==> src/rtl/if_fetch_stage.sv <==
// Instruction fetch stage: one outstanding imem request, skid buffer for decode stalls, redirect with stale-response discard.
// Latency: the instruction is registered on IF_* the edge after its Imem_ack_i. Zero-wait memory gives one instruction per cycle.
// Backpressure: ID_stall_i freezes the outputs; an ack taken during a stall parks in the skid buffer and requests pause until it drains.
// Optional IF_MISALIGN_CHECK_EN: a misaligned redirect raises a Misaligned_o pulse and halts fetch, instead of silently aligning the target.
module if_fetch_stage #(
    parameter logic [31:0] RESET_PC = 32'h0000_0000
) (
    input  logic        clk_i,
    input  logic        rst_i,
    input  logic        ID_stall_i,
    input  logic        ID_PCSrc_i,
    input  logic [31:0] ID_Branch_target_i,
    output logic        Imem_req_o,
    output logic [31:0] Imem_addr_o,
    input  logic        Imem_ack_i,
    input  logic [31:0] Imem_rdata_i,
    output logic [31:0] IF_Instruction_o,
    output logic [31:0] IF_PC_o,
    output logic        IF_valid_o,
    output logic        Misaligned_o
);

    typedef enum logic [1:0] {
        FETCH   = 2'd0,
        HOLD    = 2'd1,
        DISCARD = 2'd2
    } state_t;

    localparam logic [31:0] NOP = 32'h0000_0013;

    state_t      state_q, state_d;
    logic [31:0] pc_q, pc_d;              // address of the current/next request
    logic [31:0] redir_pc_q, redir_pc_d;  // target waiting for the stale ack to drain
    logic [31:0] skid_instr_q, skid_instr_d;
    logic [31:0] skid_pc_q, skid_pc_d;
    logic [31:0] instr_q, instr_d;
    logic [31:0] out_pc_q, out_pc_d;
    logic        valid_q, valid_d;
    logic        fault_q, fault_d;        // fetch halted after a misaligned redirect
    logic        mis_q, mis_d;

    logic        redirect;
    logic        tgt_bad;
    logic [31:0] tgt;
    logic        ack_eff;

    assign redirect = ID_PCSrc_i && !ID_stall_i;

`ifdef IF_MISALIGN_CHECK_EN
    assign tgt_bad = (ID_Branch_target_i[1:0] != 2'b00);
    assign tgt     = ID_Branch_target_i;
`else
    assign tgt_bad = 1'b0;
    assign tgt     = ID_Branch_target_i & ~32'h0000_0003;
`endif

    // Reset gates the request so nothing issued before reset release can be acked.
    assign Imem_req_o  = rst_i && ((state_q == DISCARD) || ((state_q == FETCH) && !fault_q));
    assign Imem_addr_o = pc_q;
    assign ack_eff     = Imem_ack_i && Imem_req_o;

    assign IF_Instruction_o = instr_q;
    assign IF_PC_o          = out_pc_q;
    assign IF_valid_o       = valid_q;
    assign Misaligned_o     = mis_q;

    // Next-state: normal fetch/stall/drain handling first, then redirect overrides everything.
    always_comb begin
        state_d      = state_q;
        pc_d         = pc_q;
        redir_pc_d   = redir_pc_q;
        skid_instr_d = skid_instr_q;
        skid_pc_d    = skid_pc_q;
        instr_d      = instr_q;
        out_pc_d     = out_pc_q;
        valid_d      = valid_q;
        fault_d      = fault_q;
        mis_d        = 1'b0;

        case (state_q)
            FETCH: begin
                if (ack_eff) begin
                    pc_d = pc_q + 32'd4;
                    if (ID_stall_i) begin
                        skid_instr_d = Imem_rdata_i;
                        skid_pc_d    = pc_q;
                        state_d      = HOLD;
                    end else begin
                        instr_d  = Imem_rdata_i;
                        out_pc_d = pc_q;
                        valid_d  = 1'b1;
                    end
                end else if (!ID_stall_i) begin
                    valid_d = 1'b0;
                end
            end
            HOLD: begin
                if (!ID_stall_i) begin
                    instr_d  = skid_instr_q;
                    out_pc_d = skid_pc_q;
                    valid_d  = 1'b1;
                    state_d  = FETCH;
                end
            end
            DISCARD: begin
                if (ack_eff) begin
                    pc_d    = redir_pc_q;
                    state_d = FETCH;
                end
                if (!ID_stall_i) begin
                    valid_d = 1'b0;
                end
            end
            default: state_d = FETCH;
        endcase

        if (redirect) begin
            valid_d  = 1'b0;
            instr_d  = instr_q;
            out_pc_d = out_pc_q;
            fault_d  = tgt_bad;
            mis_d    = tgt_bad;
            if (!ack_eff && ((state_q == DISCARD) || ((state_q == FETCH) && !fault_q))) begin
                // old request still in flight: keep it on the bus, drop its data later
                redir_pc_d = tgt;
                state_d    = DISCARD;
            end else begin
                pc_d    = tgt;
                state_d = FETCH;
            end
        end
    end

    // State and datapath registers.
    always_ff @(posedge clk_i or negedge rst_i) begin
        if (!rst_i) begin
            state_q      <= FETCH;
            pc_q         <= RESET_PC;
            redir_pc_q   <= RESET_PC;
            skid_instr_q <= NOP;
            skid_pc_q    <= RESET_PC;
            instr_q      <= NOP;
            out_pc_q     <= RESET_PC;
            valid_q      <= 1'b0;
            fault_q      <= 1'b0;
            mis_q        <= 1'b0;
        end else begin
            state_q      <= state_d;
            pc_q         <= pc_d;
            redir_pc_q   <= redir_pc_d;
            skid_instr_q <= skid_instr_d;
            skid_pc_q    <= skid_pc_d;
            instr_q      <= instr_d;
            out_pc_q     <= out_pc_d;
            valid_q      <= valid_d;
            fault_q      <= fault_d;
            mis_q        <= mis_d;
        end
    end

endmodule

==> config.mk <==
export PLATFORM = sky130hd
export DESIGN_NAME = if_fetch_stage
export DESIGN_NICKNAME = d
export VERILOG_FILES = /design/src/rtl/if_fetch_stage.sv
export SDC_FILE = /design/constraint.sdc
export NUM_CORES = 1
export LEC_CHECK = 0
export CELL_PAD_IN_SITES_DETAIL_PLACEMENT = 1
export CELL_PAD_IN_SITES_GLOBAL_PLACEMENT = 2
export CORE_MARGIN = 4
export CORE_UTILIZATION = 38
export CTS_BUF_LIST = sky130_fd_sc_hd__clkbuf_8
export DETAILED_ROUTE_END_ITERATION = 7
export MAX_ROUTING_LAYER = met4
export PLACE_DENSITY_LB_ADDON = 0.1
export SYNTH_ARGS = -nofsm -noshare
export SYNTH_HDL_FRONTEND = slang
export SYNTH_SLANG_ARGS = --single-unit
==> constraint.sdc <==
create_clock -name clk_i -period 4.42 [get_ports clk_i]
set_input_delay 0.884 -clock clk_i [delete_from_list [all_inputs] [get_ports clk_i]]
set_output_delay 0.884 -clock clk_i [all_outputs]
set_load 0.05 [all_outputs]
==> results of run 1 <==
[per-stage QoR]
stage          setup slack (ns)  hold slack (ns)  instances   util
3_5_place_dp              0.991            0.473       1257  0.470
4_1_cts                   0.856            0.251       1289  0.486
6_report                  0.913            0.276       1290  0.486
5_1_grt                   0.769            0.244       1289  0.486
3_3_place_gp               1.08            0.461       1257  0.470
2_1_floorplan              1.90            0.450        818      -
[cells in the final DEF (no fill, tap or decap), drive strengths merged, types with 6 or more instances in the layout]
cell,n
dfrtp,187
clkdlybuf4s50,163
nand2,98
mux2,92
o21ai,86
mux2i,72
nor2,41
a21oi,29
clkbuf,20
inv,18
nand3,16
buf,16
a221oi,12
nand4,11
o22ai,10
nor3,9
xor2,7
dfstp,6
nor4,6
[cell families after synthesis]
kind of cell	count (synthesis)
fa+ha+maj	4
other cells	1
simple gates	210
compound gates	167
xor+xnor	10
mux	164
flops	193
buf+inv	69
[synth_stat cells, types with 4 or more instances]
cell type	number	area [µm²]
nor2_1	40	150
mux2i_1	72	721
buf_1	5	18.8
nand4_1	10	62.6
a31oi_1	5	31.3
nand3_1	16	80.1
and4_1	4	35.0
a22oi_1	4	30.0
nor3_1	9	45.0
o21ai_0	85	425
buf_2	22	110
a221oi_1	12	105
a211oi_1	4	30.0
clkbuf_1	31	116
ha_1	4	50.1
nand2_1	98	368
dfrtp_1	187	4680
and3_1	5	31.3
a21oi_1	29	145
xor2_1	7	61.3
inv_1	9	33.8
o22ai_1	10	62.6
mux2_2	92	1040
dfstp_2	6	158
[critical path, cell delays in order, from the launching register on]
cell and delay [ns]:
dfrtp_1 0.44, inv_1 0.10, ha_1 0.49, nor2_1 0.17, nor2b_1 0.14, clkdlybuf4s50_1 0.81
[flip-flops by register name (all words and copies together), names as in the netlist]
register and count:
redir_pc_q 30, IF_Instruction_o 32, IF_PC_o 32, state_q 2, skid_instr_q 32, IF_valid_o 1, skid_pc_q 32, Imem_addr_o 32
[area by class of cell]
cell class	count	area (µm²)
well taps	319	399
clock buffers	19	262
multi-input cells	556	3970
flip-flops and latches	193	4840
diodes	1	2.50
clock inverters	13	119
inverters	9	33.8
fillers	2520	12100
repair buffers	180	1780
[power by group through the flow]
stage	clock (W)	combinational (W)	sequential [W]
2_1_floorplan	0	0.00177	0.00437
5_1_grt	0.00126	0.00467	0.00337
6_report	0.00113	0.00436	0.00324
3_5_place_dp	0	0.00441	0.00329
3_3_place_gp	0	0.00428	0.00322
4_1_cts	0.00119	0.00442	0.00325
[metal layers]
metal	global-route usage	vias to the layer above	routed length (µm)
met5	-	-	0
met4	0.0438	0	212
met3	0.0367	12	1020
met2	0.336	143	12700
met1	0.257	3557	11400
li1	-	3210	-
[how the worst max path moves through the flow]
stage          slack, ns  startpoint              endpoint
6_report            0.91  state_q[0]            Imem_req_o
3_3_place_gp        1.08  Imem_ack_i   IF_Instruction_o[6]
4_1_cts             0.86  state_q[0]            Imem_req_o
2_1_floorplan       1.90  state_q[0]            Imem_req_o
3_5_place_dp        0.99  Imem_ack_i  IF_Instruction_o[12]
5_1_grt             0.77  state_q[0]            Imem_req_o
==> results.yml, run 1 <==
critical_path:
  reg2regPathDepth: 8
  endpoint_kind: "output port"
  crit-reg2reg-launch: "state_q[1]"
  startpoint_type: "register"
  arrival_ns: 2.62
  cp_max_fo: 13
  r2r_end: "Imem_addr_o[26]"
  r2r_slack_ns: 1.31
  required_ns: 3.54
  crit_type: "register to output port"
clock_network:
  h-tree-depth: 4
  cts_sinks: 193
  numCtsBuffers: 17
  hold_buffers: 0
  ctsResizeCount: 0
  cts_setup_buffers: 0
  worstSkewPairLatency_ns: 0.48
  cts.clk_slew.worst_paths_ns: 0.10
  root_buffer: "clkbuf_8"
  tritoncts: "done"
  cts_max_path_buffers: 2
finish:
  area_growth_syn_to_layout_pct: 25.7
  fin_nets: 1030
  final_area_mm2: 0.0114
  drive_gt1_frac: 0.166
global_routing:
  grt_max_degree: 97
  grt_overflow: 0
  grt_pass1_wl_um: 41000
  grt_usage: 0.201
  grt_pass1_vias: 7593
  antenna_found_initial: 0
sta:
  fin_tns_setup_ns: 0
  fmax_ghz: 0.285
  drv_slew: 0
  grt_setup_unrepaired: "no"
  fin_crit_sh: 0.793
  max_slew_margin: 0.343
  setup_viol: 0
  skew_ns: 0.0196
  worstMarginPinSlew_ns: 0.985
  hold_violations: 0
  finalCriticalPeriod_ns: 3.51
route:
  dr.pass1.iters: 4
  drtIter0Drc: 394
  avgViaCountPerCell: 5.37
  drc: 0
  detail-route-antenna-nets: 0
  wl_per_cell_um: 19.6
  vias: 6922
  wl_um: 25300
synthesis:
  synthArstFlopShare: 1.00
  synth_top_family_by_area: "multiplexers"
  synth_area_mm2: 0.00907
  synth-simple-area-share: 0.114
  synthesis.nets: 891
  synth_compound_area_frac: 0.110
  ys_warn_count: 0
  syn-instance-count: 818
  synth-edff-count: 0
  synth-main-ff-cell: "dfrtp_1"
  avgSynthCellArea_um2: 11.1
  muxShareOfSynthArea: 0.194
  synthXorXnorAreaFrac: 0.00966
  synthAdderAreaFrac: 0.00552
  ys_types: 56
  seq_area_frac_synth: 0.533
  ys_ff_latch: 193
floorplanning:
  initial_core_util: 0.386
  num_rows: 56
  die_w_um: 162
  die_h_um: 162
  coreArea_mm2: 0.0235
  die_area_mm2: 0.0264
  ios: 168
pwr:
  ir_drop_v: 0.000371
  clkPwrFrac: 0.130
  p_leak_nw: 4.71
  p_sw_w: 0.00401
  pwr-share-seq: 0.371
  power_density_mw_per_mm2: 765
  pwr-share-comb: 0.499
  p_sw_frac: 0.460
  power.internal_w: 0.00472
  fin_total_pwr_w: 0.00873
run:
  cap_viol_max_count: 0
worst_hold_path:
  hold_class: "primary input to asynchronous set/reset pin"
placement:
  port_buffers: 164
  hpwl_um: 17300
  postPlaceCellArea_mm2: 0.0110
  gp_congestion: 0.770
status:
  outcome: "finished, final reports clean"
Power figures use the tool's default switching activity.
==> run 2: changes to the inputs <==
Settings changed: CORE_UTILIZATION 38 to 32.
Clock period 4.42 ns to 3 ns, I/O delays scaled along.
==> run 2 against run 1 <==
Register-to-register slack worse by 0.83 ns. Wire length is 2.5% higher. Sequential share of layout area is 0.99 points lower. Sequential cell count stayed put. First-iteration DRC count is 16% lower. Setup slack worse by 0.75 ns. Cell count is 5.7% higher. Largest power group unchanged.
==> results.yml, run 2 (synthesis results as in run 1) <==
status:
  outcome: "finished, final reports clean"
pwr:
  ir_drop_v: 0.000515
  power_density_mw_per_mm2: 1120
  p_leak_nw: 4.82
global_routing:
  top_usage_layer: "met2"
  grt_usage: 0.173
  grt_pass1_wl_um: 42000
  grt_overflow: 0
  grt_max_degree: 150
  use_met2: 0.286
  met1_usage: 0.226
  grt_pass1_vias: 7462
  antenna_found_initial: 0
  met3_usage: 0.0330
finish:
  layout_commonest_cell: "dfrtp_1"
  drive_gt1_frac: 0.180
  area_growth_syn_to_layout_pct: 28.7
  layout_common_cells: "187 x dfrtp_1, 162 x clkdlybuf4s50_1, 98 x nand2_1, 92 x mux2_2, 84 x o21ai_0"
  fin_nets: 1045
  final_cells: 1363
  multi_input_area_mm2: 0.00397
  diodes: 0
  final_util: 0.419
  regArea_mm2: 0.00484
  filler_cell_count: 3006
critical_path:
  arrival_ns: 2.23
  crit_start: "state_q[1]"
  crit_family: "buffers and inverters"
  cp.buffers_inverters: 3
  crit_type: "register to output port"
  required_ns: 2.40
  endpoint_kind: "output port"
  crit_slowest_cell: "dfrtp_1"
  max_stage_delay_ns: 0.42
  cp_max_fo: 18
  crit-reg2reg-launch: "state_q[0]"
  r2r_end: "Imem_addr_o[6]"
  startpoint_type: "register"
  reg2regPathDepth: 7
  r2r_slack_ns: 0.48
  worstPathCellList: "inv_1 > ha_1 > buf_4 > nor2_1 > nor2b_1 > buf_12"
sta:
  hold_violations: 0
  fin_crit_sh: 0.945
  setup_viol: 0
  finalCriticalPeriod_ns: 2.83
  hold_ws_ns: 0.308
  fmax_ghz: 0.353
  max_slew_margin: 0.454
  fin_tns_setup_ns: 0
  drv_slew: 0
  worstMarginPinSlew_ns: 0.819
  skew_ns: 0.0195
  grt_setup_unrepaired: "no"
clock_network:
  root_buffer: "clkbuf_8"
  worstSkewPairLatency_ns: 0.47
  cts_sinks: 193
  h-tree-depth: 4
  tritoncts: "done"
  hold_buffers: 0
  cts_max_path_buffers: 2
  numCtsBuffers: 17
  cts.clk_slew.worst_paths_ns: 0.10
route:
  detail-route-antenna-nets: 0
  wl_um: 26000
  avgViaCountPerCell: 5.04
  dr.pass1.iters: 4
  drc: 0
  vias: 6875
  drtIter0Drc: 329
  wl_per_cell_um: 19.0
worst_hold_path:
  hold_class: "primary input to asynchronous set/reset pin"
floorplanning:
  coreArea_mm2: 0.0279
  die_w_um: 176
  die_area_mm2: 0.0311
  ios: 168
  die_h_um: 176
  num_rows: 61
  initial_core_util: 0.326
placement:
  dpl.cell_count: 1331
  hpwl_um: 17700
  gp_congestion: 0.732
  port_buffers: 164
run:
  cap_viol_max_count: 0
## run 2: cell count changes in the layout (fill, tap and decap cells not counted)
cell             previous run  this run
buf_4                      15        26
buf_12                      1         6
clkinv_8                    0         3
clkbuf_8                   20        18
clkinv_4                    4         2
bufinv_16                   0         1
clkdlybuf4s50_1           163       162
clkinv_2                    0         1
diode_2                     1         0
inv_8                       4         3
o21ai_0                    85        84
o21ai_1                     1         2
## run 2: layout make-up
type	instances	share of cell area
clock inverters	15	0.0149
well taps	378	0.0405
multi-input cells	556	0.340
clock buffers	17	0.0200
flip-flops and latches	193	0.414
repair buffers	195	0.167
inverters	9	0.00289
## run 2: worst max-delay path by stage
stage / endpoint / slack [ns] / cells after the start
after detailed placement: Imem_addr_o[23] / 0.18 / 6
after CTS: Imem_req_o / 0.11 / 6
after global placement: Imem_addr_o[23] / 0.20 / 6
final: Imem_req_o / 0.17 / 6
after floorplan: Imem_addr_o[11] / 0.71 / 7
after global routing: Imem_req_o / 0.03 / 6
## run 2: per-layer routing
metal | share of wire | up-vias
li1 | - | 3236
met2 | 0.49 | 135
met5 | 0 | -
met3 | 0.039 | 15
met1 | 0.46 | 3489
met4 | 0.0093 | 0
## run 2: timing repair
action	CTS	global route
setup endpoints to repair	0	1
gates resized for setup	0	1
buffers inserted	0	0
## run 2: stage by stage
step / setup slack (ns) / power (W) / cell area (µm²)
floorplan: 0.711 / 0.00906 / 9070
global placement: 0.196 / 0.0112 / 11300
detailed placement: 0.176 / 0.0115 / 11300
CTS: 0.107 / 0.0133 / 11700
global route: 0.0335 / 0.0140 / 11700
finish: 0.166 / 0.0131 / 11700
## run 2: report_power, final
part	leakage [nW]	switching, W	internal (W)
sequential	2.35	0.000911	0.00381
combinational	2.26	0.00401	0.00257
clock	0.211	0.00108	0.000705
total	4.82	0.00600	0.00709
